File: config.mk
export PLATFORM = sky130hd
export DESIGN_NAME = motor_plant
export DESIGN_NICKNAME = d
export VERILOG_FILES = /design/src/rtl/motor_plant.sv
export SDC_FILE = /design/constraint.sdc
export NUM_CORES = 1
export LEC_CHECK = 0
export BUFFER_PORTS_ARGS = -buffer_cell sky130_fd_sc_hd__clkbuf_2
export CAP_MARGIN = 20
export CORE_MARGIN = 2
export CORE_UTILIZATION = 56
export CTS_CLUSTER_DIAMETER = 60
export DETAILED_ROUTE_END_ITERATION = 10
export PLACE_DENSITY = 0.79
export REMOVE_ABC_BUFFERS = 1
export SLEW_MARGIN = 20
export SYNTH_ARGS = -nofsm -noshare
export SYNTH_HDL_FRONTEND = slang
export SYNTH_SLANG_ARGS = --single-unit
File: constraint.sdc
create_clock -name clk -period 3.6 [get_ports clk]
set_clock_uncertainty 0.15 [all_clocks]
set_input_delay 0.36 -clock clk [delete_from_list [all_inputs] [get_ports clk]]
set_output_delay 0.36 -clock clk [all_outputs]
set_load 0.005 [all_outputs]
File: src/rtl/motor_plant.sv
// motor_plant: plant model of a motorised shutter.
// Integrates travel position from the controller's motor_up/motor_dn drives and
// decodes the up_limit/dn_limit switches the controller expects to see.
// Position advances one step every STEP_DIV clocks of valid drive, saturating at
// 0 and TRAVEL. Driving up and down in the same cycle latches a sticky fault that
// freezes the plant until reset.
// Optional feature: define MOTOR_PLANT_INERTIA_EN to add a spin-up delay of SPINUP
// cycles before stepping starts after each new drive request.
module motor_plant #(
   parameter int unsigned POS_W    = 16,
   parameter int unsigned TRAVEL   = 1000,
   parameter int unsigned STEP_DIV = 4,
   parameter int unsigned INIT_POS = 0,
   parameter int unsigned SPINUP   = 8
) (
   input  logic             clk,
   input  logic             rst,
   input  logic             motor_up,
   input  logic             motor_dn,
   output logic             up_limit,
   output logic             dn_limit,
   output logic [POS_W-1:0] position,
   output logic             moving,
   output logic             fault
);

   // A 1-bit prescaler still exists when STEP_DIV is 1; it just never leaves 0.
   localparam int unsigned      PRE_W    = (STEP_DIV > 1) ? $clog2(STEP_DIV) : 1;
   localparam logic [PRE_W-1:0] PRE_LAST = PRE_W'(STEP_DIV - 1);
   localparam logic [POS_W-1:0] POS_TOP  = POS_W'(TRAVEL);
   localparam logic [POS_W-1:0] POS_INIT = POS_W'(INIT_POS);

   logic [POS_W-1:0] pos_q,     pos_d;
   logic [PRE_W-1:0] pre_q,     pre_d;
   logic             moving_q,  moving_d;
   logic             fault_q,   fault_d;
   logic             last_up_q, last_up_d;
   logic             last_dn_q, last_dn_d;

   logic             drv_up;
   logic             drv_dn;
   logic             dir_chg;
   logic             can_up;
   logic             can_dn;
   logic             spun;
   logic             step_up;
   logic             step_dn;
   logic [PRE_W-1:0] pre_base;

   // Qualify the raw drives: conflicting requests or a latched fault inhibit motion.
   always_comb begin
      drv_up  = motor_up & ~motor_dn & ~fault_q;
      drv_dn  = motor_dn & ~motor_up & ~fault_q;
      // Reversal without an idle cycle in between must also discard a partial step.
      dir_chg = (drv_up & last_dn_q) | (drv_dn & last_up_q);
      can_up  = drv_up & (pos_q < POS_TOP);
      can_dn  = drv_dn & (pos_q != '0);
   end

`ifdef MOTOR_PLANT_INERTIA_EN
   localparam int unsigned      SPIN_W    = $clog2(SPINUP + 1);
   localparam logic [SPIN_W-1:0] SPIN_DONE = SPIN_W'(SPINUP);

   logic [SPIN_W-1:0] spin_q, spin_d;
   logic [SPIN_W-1:0] spin_base;

   // Spin-up: count consecutive cycles of drive in one direction, saturating at SPINUP.
   // A reversal restarts the count, so the reversing cycle is the first of the new spin-up.
   always_comb begin
      spin_base = dir_chg ? '0 : spin_q;
      spun      = (spin_base == SPIN_DONE);
      if (drv_up | drv_dn) begin
         if (spun) begin
            spin_d = spin_base;
         end else begin
            spin_d = spin_base + SPIN_W'(1);
         end
      end else begin
         spin_d = '0;
      end
   end

   // Spin-up counter register.
   always_ff @(posedge clk or posedge rst) begin
      if (rst) begin
         spin_q <= '0;
      end else begin
         spin_q <= spin_d;
      end
   end
`else
   // Without inertia the motor is always up to speed.
   always_comb begin
      spun = 1'b1;
   end
`endif

   // Prescaler and position integration; at a limit the drive toward it is ignored.
   always_comb begin
      pos_d     = pos_q;
      pre_d     = '0;
      moving_d  = 1'b0;
      pre_base  = dir_chg ? '0 : pre_q;
      step_up   = can_up & spun;
      step_dn   = can_dn & spun;
      last_up_d = drv_up;
      last_dn_d = drv_dn;
      fault_d   = fault_q | (motor_up & motor_dn);
      if (step_up | step_dn) begin
         moving_d = 1'b1;
         if (pre_base == PRE_LAST) begin
            pre_d = '0;
            if (step_up) begin
               pos_d = pos_q + POS_W'(1);
            end else begin
               pos_d = pos_q - POS_W'(1);
            end
         end else begin
            pre_d = pre_base + PRE_W'(1);
            pos_d = pos_q;
         end
      end else begin
         // No valid drive, limit reached or still spinning up: partial step is dropped.
         pre_d    = '0;
         moving_d = 1'b0;
         pos_d    = pos_q;
      end
   end

   // State registers; reset reloads INIT_POS immediately, even mid-travel.
   always_ff @(posedge clk or posedge rst) begin
      if (rst) begin
         pos_q     <= POS_INIT;
         pre_q     <= '0;
         moving_q  <= 1'b0;
         fault_q   <= 1'b0;
         last_up_q <= 1'b0;
         last_dn_q <= 1'b0;
      end else begin
         pos_q     <= pos_d;
         pre_q     <= pre_d;
         moving_q  <= moving_d;
         fault_q   <= fault_d;
         last_up_q <= last_up_d;
         last_dn_q <= last_dn_d;
      end
   end

   assign position = pos_q;
   assign up_limit = (pos_q == POS_TOP);
   assign dn_limit = (pos_q == '0);
   assign moving   = moving_q;
   assign fault    = fault_q;

endmodule

==> results.json, run 1 <==
{
  "grt_usage_pct": 24.7,
  "rsz0062_at_grt": "false",
  "final_antenna_net_count": 0,
  "initial_utilization_pct": 58.2,
  "comb_power_share_pct": 4.3,
  "drtIter0Drc": 54,
  "cts_hold_buf": 0,
  "nFillCells": 227,
  "cts_num_sinks": 22,
  "dp_hpwl_mm": 2.77,
  "ir_drop_v": 0.000174,
  "post_route_cells_drive_above_1_share_pct": 17.4,
  "slew_violations": 0,
  "ys_seq_area_share_pct": 34.6,
  "cts_tree": "done",
  "regArea_um2": 551,
  "cp_data_required_time_ns": 3.65,
  "syn_inst": 177,
  "slowest_stage": "or3_4",
  "maxSlewHeadroom_pct": 41.8,
  "r2r_cells": 10,
  "timing.fmax_mhz": 297,
  "gp_congestion": 0.937,
  "critPathKind": "flop to flop",
  "stdcell_area_um2": 1760,
  "final.setup.tns_ns": 0,
  "dpl_cell_area_um2": 1720,
  "drv_cap": 0,
  "die_y_um": 57.3,
  "p_switching_uw": 95.5,
  "synth-async-reset-ratio_pct": 100,
  "status": "finished clean",
  "core_um2": 2730,
  "ctsResizeCount": 0,
  "setup_viol": 0,
  "drc_errors": 0,
  "hold_viol_final": 0,
  "clk_pin_slew_ns": 0.14,
  "seqPwrFrac_pct": 60.3,
  "pre_cts_slack_ns": 0.139,
  "wl_mm": 3.71,
  "grt_pass1_wl_mm": 6.29,
  "cp_slowest_stage_delay_ns": 0.51,
  "worst_slack_ns": 0.233,
  "powerDensity_nw_per_um2": 233,
  "syn-mean-instance-area_um2": 8.98,
  "fin_crit_sh_pct": 93.5,
  "clkLatencyLatePin_ns": 0.33,
  "total_power_uw": 411,
  "synth_flop_cell": "dfrtp_1",
  "wl_per_cell_um": 16.0,
  "power_leakage_nw": 0.911,
  "ys_ff_latch": 22,
  "grt_antenna_before_repair": 0,
  "drtPass1Iterations": 4,
  "vias": 1422,
  "path_cells": "nor4_2 > nand2_1 > or3_4 > ha_1 > o211ai_1 > o21ai_1 > o2111ai_1 > a31oi_1 > mux2i_1 > o21ai_0",
  "synth_edf_count": 0,
  "avgViaCountPerCell": 6.13,
  "arrival_ns": 3.42,
  "root_buffer": "clkbuf_4",
  "crit_path_start_kind": "flop",
  "h-tree-depth": 1,
  "cts.path.max_buffers": 2,
  "syn_area_um2": 1590,
  "grt_overflow": 0,
  "multi_input_area_um2": 975,
  "fin_cells": 232,
  "first_global_vias": 1386,
  "min_path_type": "primary input to asynchronous set/reset pin",
  "yosysWarnings": 0,
  "worst_slew_pin_slew_ns": 0.872,
  "grt_max_degree": 23,
  "cts_setup_buffers": 0,
  "area_delta_synth_final_pct": 10.9,
  "die-width_um": 57.3,
  "fin_crit_ns": 3.37,
  "layout.nets": 222,
  "yosys.cell_types.count": 44,
  "io_pins": 24,
  "cts_made_buffers": 3,
  "io_buffers": 23,
  "antenna_cells": 0,
  "core.rowCount": 19,
  "switching_share_pct": 23.2,
  "dp_cells": 228,
  "die_area_um2": 3280,
  "power.internal_uw": 316,
  "worst_setup_path_end_kind": "flop",
  "crit_fanout": 17,
  "p_clk_share_pct": 35.4
}
==> power groups by stage <==
stage | Combinational [mW] | Clock [mW] | Sequential [mW]
after global routing | 0.0202 | 0.154 | 0.248
final | 0.0176 | 0.146 | 0.248
after global placement | 0.0171 | 0 | 0.253
after CTS | 0.0178 | 0.147 | 0.248
after detailed placement | 0.0177 | 0 | 0.253
after floorplan | 0.0118 | 0 | 0.253
==> logic make-up after synthesis <==
family | after synthesis | share of synthesized area, %
xor+xnor | 12 | 6.61
buf+inv | 14 | 4.33
simple gates | 57 | 18.4
fa+ha+maj | 16 | 13.1
mux | 2 | 1.57
compound gates | 54 | 21.4
flops | 22 | 34.6
==> placed cells by master (no fill, tap or decap), types with 2 or more instances in the layout <==
cell type	Yosys	layout
xnor2_1	7	7
buf_4	0	2
o211ai_1	2	2
nand3_1	2	2
nand2b_1	2	2
ha_1	15	15
nor3_1	2	2
clkbuf_2	0	23
and2_1	4	4
nor4_1	4	4
o21ai_0	14	13
o21a_1	2	2
o21ai_1	9	9
o2111ai_1	2	2
nand2_1	19	19
clkbuf_4	0	3
xor2_1	5	5
dfrtp_1	22	22
nor2b_1	2	2
inv_1	9	9
a211oi_1	4	4
a21o_1	6	6
a21oi_1	6	6
nand4_1	2	2
nor2_1	12	12
a31oi_1	2	2
==> state kept, by name (all words and copies together), names as in the netlist <==
signal,cells
position,16
last_up_q,1
last_dn_q,1
fault,1
pre_q,2
moving,1
==> per-stage QoR <==
stage                     hold WS [ns]  util [%]
after global placement           0.326      63.1
after CTS                       0.0567      64.4
final                           0.0233      64.5
after detailed placement         0.342      63.1
after global routing             0.107      64.5
after floorplan                  0.199         -
==> metal layers <==
| metal | routed length [um] | track usage (%) | up-vias |
|---|---|---|---|
| met1 | 1610 | 30.3 | 672 |
| met2 | 1880 | 44.2 | 48 |
| li1 | - | - | 694 |
| met5 | 0 | 0 | - |
| met4 | 60 | 8.64 | 0 |
| met3 | 164 | 3.40 | 8 |
==> worst paths after layout <==
path	endpoint	startpoint	slack, ns
max	position[15]	position[10]	0.23
min	position[14]	rst	0.02
max reg2reg	position[15]	position[10]	0.23
min reg2reg	fault	fault	0.37
max in group asynchronous	position[1]	rst	2.73
min in group clk	last_dn_q	motor_up	0.10
==> worst max-delay path, delay by kind of cell (launching register included) <==
kind / cells / cell delay [ns]
fa+ha+maj: 1 / 0.39
compound gates: 5 / 1.02
flops: 1 / 0.44
simple gates: 3 / 1.02
mux: 1 / 0.22
==> synthesized netlist by cell type (2+ instances only) <==
master | instances | area share, %
nor2_1 | 12 | 2.8
a31oi_1 | 2 | 0.79
o21ai_0 | 14 | 4.4
nand4_1 | 2 | 0.79
nor3_1 | 2 | 0.63
xor2_1 | 5 | 2.8
nor2b_1 | 2 | 0.79
nand2b_1 | 2 | 0.79
clkbuf_1 | 2 | 0.47
dfrtp_1 | 22 | 35
nand2_1 | 19 | 4.5
ha_1 | 15 | 12
a21o_1 | 6 | 2.8
xnor2_1 | 7 | 3.9
a21oi_1 | 6 | 1.9
buf_6 | 2 | 1.4
and2_1 | 4 | 1.6
o21ai_1 | 9 | 2.8
o211ai_1 | 2 | 0.94
nor4_1 | 4 | 1.6
o2111ai_1 | 2 | 1.1
a211oi_1 | 4 | 1.9
nand3_1 | 2 | 0.63
inv_1 | 9 | 2.1
o21a_1 | 2 | 0.94
==> area by class of cell <==
| class | instances | area share (%) |
|---|---|---|
| Sequential cell | 22 | 31.2 |
| Timing Repair Buffer | 25 | 7.38 |
| Clock buffer | 4 | 2.06 |
| Multi-Input combinational cell | 141 | 55.2 |
| Inverter | 9 | 1.91 |
| Tap cell | 31 | 2.20 |
(Power assumes the default switching activity.)
==> run 2: changes to the inputs <==
==> constraint.sdc (replaced) <==
create_clock -name clk -period 3.6 [get_ports clk]
set_clock_uncertainty 0.15 [all_clocks]
set_input_delay 0.54 -clock clk [delete_from_list [all_inputs] [get_ports clk]]
set_output_delay 0.54 -clock clk [all_outputs]
set_load 0.005 [all_outputs]
==> run 2 against run 1 <==
Maximum frequency shrank 0.63%. Wire length shrank 2.3%. Die area is the same. Setup slack lost 0.021 ns. Global-route usage shrank 0.70 points.
==> results.json, run 2 (synthesized netlist as in run 1, its figures left out) <==
{
  "final.setup.tns_ns": 0,
  "cts_setup_buffers": 0,
  "wl_mm": 3.63,
  "switching_share_pct": 22.0,
  "final_common_cell": "clkbuf_2",
  "endpoint": "position[11]",
  "ir_drop_v": 0.000170,
  "h-tree-depth": 1,
  "arrival_ns": 3.46,
  "drc_errors": 0,
  "layout.nets": 222,
  "vias": 1413,
  "nFillCells": 236,
  "cts.path.max_buffers": 2,
  "initial_utilization_pct": 58.2,
  "status": "finished clean",
  "hold_viol_final": 0,
  "seqPwrFrac_pct": 61.3,
  "final_antenna_net_count": 0,
  "cts_num_sinks": 22,
  "area_delta_synth_final_pct": 10.9,
  "timing.fmax_mhz": 295,
  "r2r_slack_ns": 0.21,
  "core.rowCount": 19,
  "cts_tree": "done",
  "fin_crit_sh_pct": 94.1,
  "first_global_vias": 1318,
  "dp_hpwl_mm": 2.75,
  "rsz0062_at_grt": "false",
  "drtPass1Iterations": 4,
  "die_y_um": 57.3,
  "startpoint": "position[10]",
  "io_buffers": 23,
  "post_route_cells_drive_above_1_share_pct": 17.4,
  "core_um2": 2730,
  "cp_data_required_time_ns": 3.67,
  "clk_pin_slew_ns": 0.13,
  "wl_per_cell_um": 15.6,
  "min_path_type": "primary input to asynchronous set/reset pin",
  "worst_slack_ns": 0.212,
  "power.internal_uw": 316,
  "grt_pass1_wl_mm": 6.21,
  "antenna_cells": 0,
  "p_switching_uw": 88.9,
  "avgViaCountPerCell": 6.09,
  "pre_cts_slack_ns": 0.113,
  "grt_overflow": 0,
  "root_buffer": "clkbuf_4",
  "r2r_cells": 10,
  "die-width_um": 57.3,
  "worst_slew_pin_slew_ns": 0.873,
  "crit_fanout": 17,
  "total_power_uw": 405,
  "gp_congestion": 0.908,
  "grt_usage_pct": 24.0,
  "drv_cap": 0,
  "slew_violations": 0,
  "worst_setup_path_end_kind": "flop",
  "most-common-layout-cells": "clkbuf_2, dfrtp_1, nand2_1",
  "clkLatencyLatePin_ns": 0.31,
  "comb_power_share_pct": 4.3,
  "power_leakage_nw": 0.911,
  "drtIter0Drc": 58,
  "maxSlewHeadroom_pct": 41.7,
  "cts_made_buffers": 3,
  "setup_viol": 0,
  "crit_path_start_kind": "flop",
  "fin_crit_ns": 3.39,
  "r2r-start": "position[10]",
  "grt_antenna_before_repair": 0,
  "die_area_um2": 3280,
  "grt_max_degree": 23,
  "r2r_end": "position[11]",
  "io_pins": 24,
  "p_clk_share_pct": 34.4,
  "largest_reg_flops": 16,
  "powerDensity_nw_per_um2": 229,
  "critPathKind": "flop to flop",
  "post-route-util_pct": 64.5
}
[run 2: cell counts in the layout (fill, tap and decap cells not counted)]
No cell type changed its count.
[run 2: final cells by class]
class | instances | area [um2] | share of cell area, %
multi-input cells | 141 | 975 | 55.2
flip-flops and latches | 22 | 551 | 31.2
repair buffers | 25 | 130 | 7.38
well taps | 31 | 38.8 | 2.20
clock buffers | 4 | 36.3 | 2.06
inverters | 9 | 33.8 | 1.91
[run 2: how the worst min path moves through the flow]
| stage | from | end | cells after the start |
|---|---|---|---|
| floorplan | fault | fault | 1 |
| global placement | fault | fault | 1 |
| detailed placement | fault | last_dn_q | 1 |
| CTS | rst | position[2] | 2 |
| global route | motor_up | last_dn_q | 2 |
| finish | rst | last_dn_q | 2 |
[run 2: per-stage QoR]
| step | cells | hold WS (ns) | area (um2) |
|---|---|---|---|
| after CTS | 232 | 0.252 | 1760 |
| final | 232 | 0.220 | 1760 |
| after detailed placement | 228 | 0.371 | 1720 |
| after global placement | 228 | 0.326 | 1720 |
| after global routing | 232 | 0.291 | 1760 |
| after floorplan | 172 | 0.337 | 1560 |
[run 2: critical path, stage by stage (launching register included)]
cell,delay [ns]
dfrtp_1,0.44
nor4_2,0.41
nand2_1,0.11
or3_4,0.51
ha_1,0.37
o211ai_1,0.24
o21ai_1,0.18
o211ai_1,0.31
a21oi_1,0.16
o21a_1,0.22
o31ai_1,0.20
[run 2: layer usage]
layer / vias to the layer above / track usage (%) / part of all wire (%)
met2: 32 / 39.2 / 49
met3: 9 / 2.27 / 3.2
li1: 690 / - / -
met1: 682 / 33.7 / 46
met5: - / 0 / 0
met4: 0 / 7.64 / 1.9
[run 2: repair_timing]
action,CTS,global route
endpoints found under the setup margin,0,4
resized for setup,0,2
hold buffers,0,0
[run 2: power by group through the flow]
stage               Clock [mW]  Combinational [mW]  Sequential (mW)
finish                   0.139              0.0176            0.248
global route             0.151              0.0202            0.248
CTS                      0.142              0.0178            0.248
detailed placement           0              0.0177            0.253
global placement             0              0.0171            0.253
floorplan                    0              0.0118            0.253
